<file path="config.mk">
export PLATFORM = sky130hd
export DESIGN_NAME = wb_arbiter
export DESIGN_NICKNAME = d
export VERILOG_FILES = /design/src/rtl/wb_arbiter.sv
export SDC_FILE = /design/constraint.sdc
export NUM_CORES = 1
export LEC_CHECK = 0
export ABC_AREA = 1
export CORE_MARGIN = 4
export CORE_UTILIZATION = 50
export DETAILED_ROUTE_END_ITERATION = 10
export GPL_TIMING_DRIVEN = 0
export PLACE_DENSITY = 0.82
export SYNTH_ARGS = -nofsm -noshare
export SYNTH_HDL_FRONTEND = slang
export SYNTH_SLANG_ARGS = --single-unit
</file>
<file path="constraint.sdc">
create_clock -name clk_i -period 5.3 [get_ports clk_i]
set_clock_uncertainty 0.2 [all_clocks]
set_input_delay 0.795 -clock clk_i [delete_from_list [all_inputs] [get_ports clk_i]]
set_output_delay 0.795 -clock clk_i [all_outputs]
set_load 0.02 [all_outputs]
</file>
<file path="src/rtl/wb_arbiter.sv">
// Writeback arbiter: one holding slot per functional-unit result port and a
// round-robin arbiter that forwards one held result per cycle to the single
// scoreboard writeback port. A presented grant stays locked while stalled so
// the payload remains stable under valid/ready handshaking.

package wb_arbiter_pkg;
  typedef struct packed {
    logic        valid;
    logic [5:0]  cause;
    logic [31:0] tval;
  } exception_t;

  typedef struct packed {
    logic [2:0]  index;
    logic [4:0]  rd;
    logic [31:0] result;
    exception_t  ex;
  } fu_result_t;
endpackage

module wb_arbiter
  import wb_arbiter_pkg::*;
#(
  parameter  int NUM_FU   = 3,
  localparam int FU_IDX_W = $clog2(NUM_FU)
) (
  input  logic                         clk_i,
  input  logic                         rst_ni,
  input  logic                         flush_i,
  input  logic       [NUM_FU-1:0]      fu_result_valid_i,
  output logic       [NUM_FU-1:0]      fu_result_ready_o,
  input  fu_result_t [NUM_FU-1:0]      fu_result_i,
  output logic                         wb_valid_o,
  input  logic                         wb_ready_i,
  output fu_result_t                   wb_result_o,
  output logic       [FU_IDX_W-1:0]    wb_fu_o
);

  logic       [NUM_FU-1:0]   full_q, full_d;
  fu_result_t [NUM_FU-1:0]   slot_q, slot_d;
  logic       [FU_IDX_W-1:0] rr_q, rr_d;
  logic       [FU_IDX_W-1:0] lock_fu_q, lock_fu_d;
  logic                      lock_q, lock_d;

  logic       [FU_IDX_W-1:0] grant_s;
  logic       [FU_IDX_W:0]   cand_s;
  logic                      found_s;
  logic                      wb_valid_s;
  logic                      pop_s;
  logic       [NUM_FU-1:0]   pop_vec_s;
  logic       [NUM_FU-1:0]   ready_s;
  logic       [NUM_FU-1:0]   push_s;

  // Grant selection: hold the locked FU while stalled, else first full slot after rr_q.
  always_comb begin
    grant_s = '0;
    found_s = 1'b0;
    cand_s  = '0;
    if (lock_q) begin
      grant_s = lock_fu_q;
    end else begin
      for (int k = 1; k <= NUM_FU; k++) begin
        cand_s = {1'b0, rr_q} + (FU_IDX_W + 1)'(k);
        if (cand_s >= (FU_IDX_W + 1)'(NUM_FU)) begin
          cand_s = cand_s - (FU_IDX_W + 1)'(NUM_FU);
        end else begin
          cand_s = cand_s;
        end
        if (!found_s && full_q[cand_s[FU_IDX_W-1:0]]) begin
          grant_s = cand_s[FU_IDX_W-1:0];
          found_s = 1'b1;
        end else begin
          found_s = found_s;
        end
      end
    end
  end

  // Handshake terms: pop of the granted slot, per-FU ready (can reload on a pop), pushes.
  always_comb begin
    wb_valid_s = |full_q;
    pop_s      = wb_valid_s & wb_ready_i;
    pop_vec_s  = '0;
    ready_s    = '0;
    push_s     = '0;
    for (int i = 0; i < NUM_FU; i++) begin
      pop_vec_s[i] = pop_s & (grant_s == FU_IDX_W'(i));
      ready_s[i]   = ~flush_i & (~full_q[i] | pop_vec_s[i]);
      push_s[i]    = fu_result_valid_i[i] & ready_s[i];
    end
  end

  // Next-state for slots, round-robin pointer and stall lock.
  always_comb begin
    full_d    = full_q;
    slot_d    = slot_q;
    rr_d      = rr_q;
    lock_d    = lock_q;
    lock_fu_d = lock_fu_q;
    for (int i = 0; i < NUM_FU; i++) begin
      if (push_s[i]) begin
        full_d[i] = 1'b1;
        slot_d[i] = fu_result_i[i];
      end else if (pop_vec_s[i]) begin
        full_d[i] = 1'b0;
      end else begin
        full_d[i] = full_q[i];
      end
    end
    if (pop_s) begin
      rr_d = grant_s;
    end else begin
      rr_d = rr_q;
    end
    if (flush_i) begin
      full_d = '0;
      lock_d = 1'b0;
    end else if (pop_s) begin
      lock_d = 1'b0;
    end else if (wb_valid_s) begin
      lock_d    = 1'b1;
      lock_fu_d = grant_s;
    end else begin
      lock_d = lock_q;
    end
  end

  // State registers; reset points rr at the last FU so FU0 wins first.
  always_ff @(posedge clk_i or negedge rst_ni) begin
    if (!rst_ni) begin
      full_q    <= '0;
      slot_q    <= '0;
      rr_q      <= FU_IDX_W'(NUM_FU - 1);
      lock_q    <= 1'b0;
      lock_fu_q <= '0;
    end else begin
      full_q    <= full_d;
      slot_q    <= slot_d;
      rr_q      <= rr_d;
      lock_q    <= lock_d;
      lock_fu_q <= lock_fu_d;
    end
  end

  assign fu_result_ready_o = ready_s;
  assign wb_valid_o        = wb_valid_s;
  assign wb_result_o       = wb_valid_s ? slot_q[grant_s] : '0;
  assign wb_fu_o           = wb_valid_s ? grant_s : '0;

endmodule

</file>
### Yosys cells after proc, flatten, opt, wreduce, memory -nomap -nowiden

Cells that the tools add are included.

| storage, ports and cells | value |
|---|---|
| bits in registers | 245 |
| bits of input ports | 244 |

| operators by class | value |
|---|---|
| add/subtract/negate cells | 6 |
| order comparisons | 7 |
| eq/ne operators | 2 |
| multiplexer cells | 34 |
| bitwise operators | 18 |
| reduce and logical (&&, ||, !) cells | 11 |

Operator list:

| kind | number |
|---|---|
| $bmux W79 S2 | 1 |
| $mux W79 | 2 |
| $mux W2 | 11 |
| $mux W1 | 16 |
| $lt A2 B3 Y1 const B | 4 |
| $reduce_bool A3 Y1 | 4 |
| $and A1 B1 Y1 | 10 |
| $ge A3 B2 Y1 const B | 3 |
| $add A2 B2 Y3 const B | 2 |
| $bmux W1 S2 | 3 |
| $sub A2 B2 Y2 const B | 3 |
| $not A1 Y1 | 5 |
| $add A2 B1 Y3 const B | 1 |
| $mux W3 | 1 |
| $or A1 B1 Y1 | 3 |
| $reduce_and A3 Y1 | 1 |
| $reduce_or A3 Y1 | 1 |
| $eq A2 B1 Y1 const B | 1 |
| $eq A2 B2 Y1 const B | 1 |
| $logic_and A1 B1 Y1 | 2 |
| $logic_not A1 Y1 | 2 |
| $logic_not A2 Y1 | 1 |

### Logic depth before layout (Yosys ltp)

| logic depth | value |
|---|---|
| word-level depth | 23 |
| depth in mapped cells | 19 |
| depth with buffers taken out | 17 |

### Worst setup path before layout

OpenSTA, ideal clock, no wires.

| timing | value |
|---|---|
| kind | reg2out |
| from | register rr_q[1] |
| to | output wb_result_o[30] in the netlist's numbering |
| arrival | 2,694 ps |
| slack | 1,611 ps |
| cell stages (with the launch flop) | 18 |
| path through | dfstp_2 inv_1 ha_1 inv_2 nand2_1 nand3_1 nand2_2 nand3_1 nand2_1 inv_1 nand3_1 nand2_1 buf_2 a21oi_2 buf_2 buf_4 nand2_1 a21oi_1 |

RTL lines:

| element | RTL line | text |
|---|---|---|
| start, declared | 41 | `logic [FU_IDX_W-1:0] rr_q, rr_d;` |
| start signal, assigned | 133 | `rr_q <= FU_IDX_W'(NUM_FU - 1);` |
| start signal, assigned | 139 | `rr_q <= rr_d;` |
| end, declared | 35 | `output fu_result_t wb_result_o,` |

==> results_dict.tcl <==
set metrics [dict create \
    port_buffers 324 \
    syn_inst 1682 \
    pin_count 329 \
    swShare_pct 46.2 \
    relSlewSlack_pct 41.7 \
    cts_made_buffers 28 \
    drive_above_1_share_pct 5.57 \
    cp-end-kind "primary output" \
    dp_hpwl_mm 35.8 \
    finalCriticalPeriod_ns 5.11 \
    synthSimpleGateAreaFrac_pct 40.7 \
    synth_area_leaders "dfrtp_1, nand2_1, nand4_1" \
    synth_area_leader_cell "dfrtp_1" \
    vias 13700 \
    tritoncts "done" \
    worstSetupStartpoint "rr_q[1]$_DFFE_PN1P_" \
    violations "negative hold slack" \
    switchingPower_mw 5.02 \
    synth.avg_cell_area_um2 7.37 \
    grt_usage_pct 35.0 \
    finalCritPeriodShare_pct 96.4 \
    cts_root_buf "clkbuf_16" \
    p_per_area_nw_per_um2 629 \
    internal_power_mw 5.85 \
    dr.pass1.iters 6 \
    hp-class "in -> async" \
    num_rows 57 \
    drt.antenna.violating_nets 0 \
    syn_area_um2 12400 \
    p_total_mw 10.9 \
    place_inst 2332 \
    synth_top_family_by_area "simple AND/OR/NAND/NOR gates" \
    worstMarginPinSlew_ns 0.875 \
    cts.sinks 245 \
    most-common-layout-cells "nand2_1, clkdlybuf4s50_1, dfrtp_1, nand4_1, clkbuf_1" \
    outcome "complete, but fails checks" \
    critPathKind "reg -> out" \
    synthAdderAreaFrac_pct 0.404 \
    hold_violations 1 \
    setup_viol 0 \
    instances_no_fill 2393 \
    synth-xor-area-share_pct 0 \
    dr.first_iter.drc_count 1639 \
    fillCellCount 1982 \
    p_leak_nw 8.81 \
    ys_ff_latch 245 \
    final_common_cell "nand2_1" \
    grt_max_degree 100 \
    clk_pin_slew_worst_paths_ns 0.06 \
    fp.dieH_um 165 \
    antenna_found_initial 6 \
    max-vdd-ir-drop_mv 0.363 \
    core-area_um2 24400 \
    fin_nets 2292 \
    clock_latency_ns 0.53 \
    ctsLongestPathBuffers 3 \
    die_w_um 165 \
    path_max_fanout 10 \
    power_frac_comb_pct 55.8 \
    drv_slew 0 \
    crit_path_start_kind "flip-flop" \
    place.gp.congestion 0.940 \
    initial_core_util_pct 50.8 \
    synth_compound_area_share_pct 4.01 \
    max_freq_mhz 196 \
    synth_top_area_share_pct 49.3 \
    synth.area.mux_share_pct 0 \
    h-tree-depth 1 \
    synth_fp_nets 1930 \
    die_area_um2 27400 \
    synth.yosys.warnings 0 \
    grt-ovfl-total 0 \
    post_drt_wl_per_cell_um 20.3 \
    arrival_ns 4.11 \
    r2r_start "rr_q[1]$_DFFE_PN1P_" \
    yosys.cell_types.count 23 \
    seq_power_share_pct 24.5 \
    via_per_inst 5.74 \
    p_clk_share_pct 19.7 \
    syn2layout_area_growth_pct 39.5 \
    grt_pass1_wl_mm 73.6 \
    maxCapViolCount 0 \
    hold_ws_ns -0.00595 \
    yosysSeqAreaShare_pct 49.5 \
    drc_errors 0 \
    grt_pass1_vias 13300 \
    totalWireLength_mm 48.7 \
    required_ns 4.30 \
]
## synthesized netlist by cell type, drive strengths merged
cell type	number
nand3	15
a21oi	90
or2	1
ha	4
nand2	908
o21ai	4
dfrtp	244
nor3	1
nand3b	2
dfstp	1
o31ai	1
nand4	238
nor2	7
inv	21
clkbuf	100
buf	45
## through the flow
stage	setup TNS, ns	hold slack [ns]	setup slack [ns]	util [%]	cell area [um^2]
final	0	-0.00595	0.191	70.9	17300
after global routing	-0.00143	0.0385	-0.00143	70.9	17300
after CTS	0	0.0124	0.00668	70.4	17200
after detailed placement	0	0.258	0.249	66.0	16100
after global placement	-1745.64	0.253	-7.16	65.8	16000
after floorplan	0	0.242	1.61	-	12400
## registers in the layout, indices dropped and copies added (netlist names)
| register | cells |
|---|---|
| slot_q | 237 |
| rr_q | 2 |
| lock_q | 1 |
| full_q | 3 |
| lock_fu_q | 2 |
## power by group through the flow
stage	registers [mW]	logic [mW]	clock network, mW
floorplan	2.58	3.29	0
global placement	2.66	5.70	0
detailed placement	2.67	5.77	0
CTS	2.65	5.91	2.14
global route	2.71	6.55	2.23
finish	2.67	6.06	2.14
## critical path, stage by stage (launching register included)
cell and delay (ns):
dfstp_2 0.54, inv_1 0.07, ha_2 0.41, inv_2 0.08
nand2_1 0.06, nand3_1 0.07, nand2_2 0.13, nand2_1 0.07
nand2_1 0.05, nand2_1 0.05, nand2_1 0.06, nand2_1 0.10
a21oi_4 0.26, buf_4 0.22, clkbuf_2 0.25, nand2_1 0.09
nand2_1 0.17, nand2_1 0.09, a21oi_1 0.13, clkdlybuf4s50_1 0.67
## cell families after synthesis
group	Yosys count
buf+inv	166
flops	245
compound gates	95
fa+ha+maj	4
simple gates	1172
## per-layer routing
layer / vias up / wire, um / global-route usage (%)
met5: - / 13 / 0
met4: 2 / 2550 / 16.2
met3: 164 / 5310 / 8.19
met2: 885 / 22100 / 54.4
met1: 6421 / 18700 / 46.7
li1: 6273 / - / -
## layout make-up
class | instances | area, um^2 | area share (%)
repair buffers | 332 | 3410 | 19.7
inverters | 21 | 78.8 | 0.456
flip-flops and latches | 245 | 6130 | 35.5
plain buffers | 145 | 616 | 3.56
well taps | 324 | 405 | 2.34
multi-input cells | 1271 | 5610 | 32.5
diodes | 5 | 12.5 | 0.0723
clock inverters | 9 | 174 | 1.01
clock buffers | 41 | 851 | 4.92
## worst paths after layout
| path | endpoint | slack [ns] | depth (start not counted) |
|---|---|---|---|
| setup / recovery | wb_result_o[49] | 0.19 | 19 |
| hold / removal | slot_q[0]$_DFFE_PN0P_ | -0.006 | 1 |
| setup reg to reg | slot_q[89]$_DFFE_PN0P_ | 1.38 | 21 |
| hold reg to reg | slot_q[5]$_DFFE_PN0P_ | 0.27 | 2 |
| max in group asynchronous | rr_q[1]$_DFFE_PN1P_ | 4.01 | 2 |
| min in group clk_i | slot_q[5]$_DFFE_PN0P_ | 0.27 | 2 |
## timing repair
item                                    4_1_cts  5_1_grt
endpoints found under the hold margin         0        0
gates resized for setup                      14       48
endpoints found under the setup margin       53       76
pin swaps                                     1        0
buffers inserted                              5        1
hold buffers                                  0        0
Power figures use the tool's default switching activity.
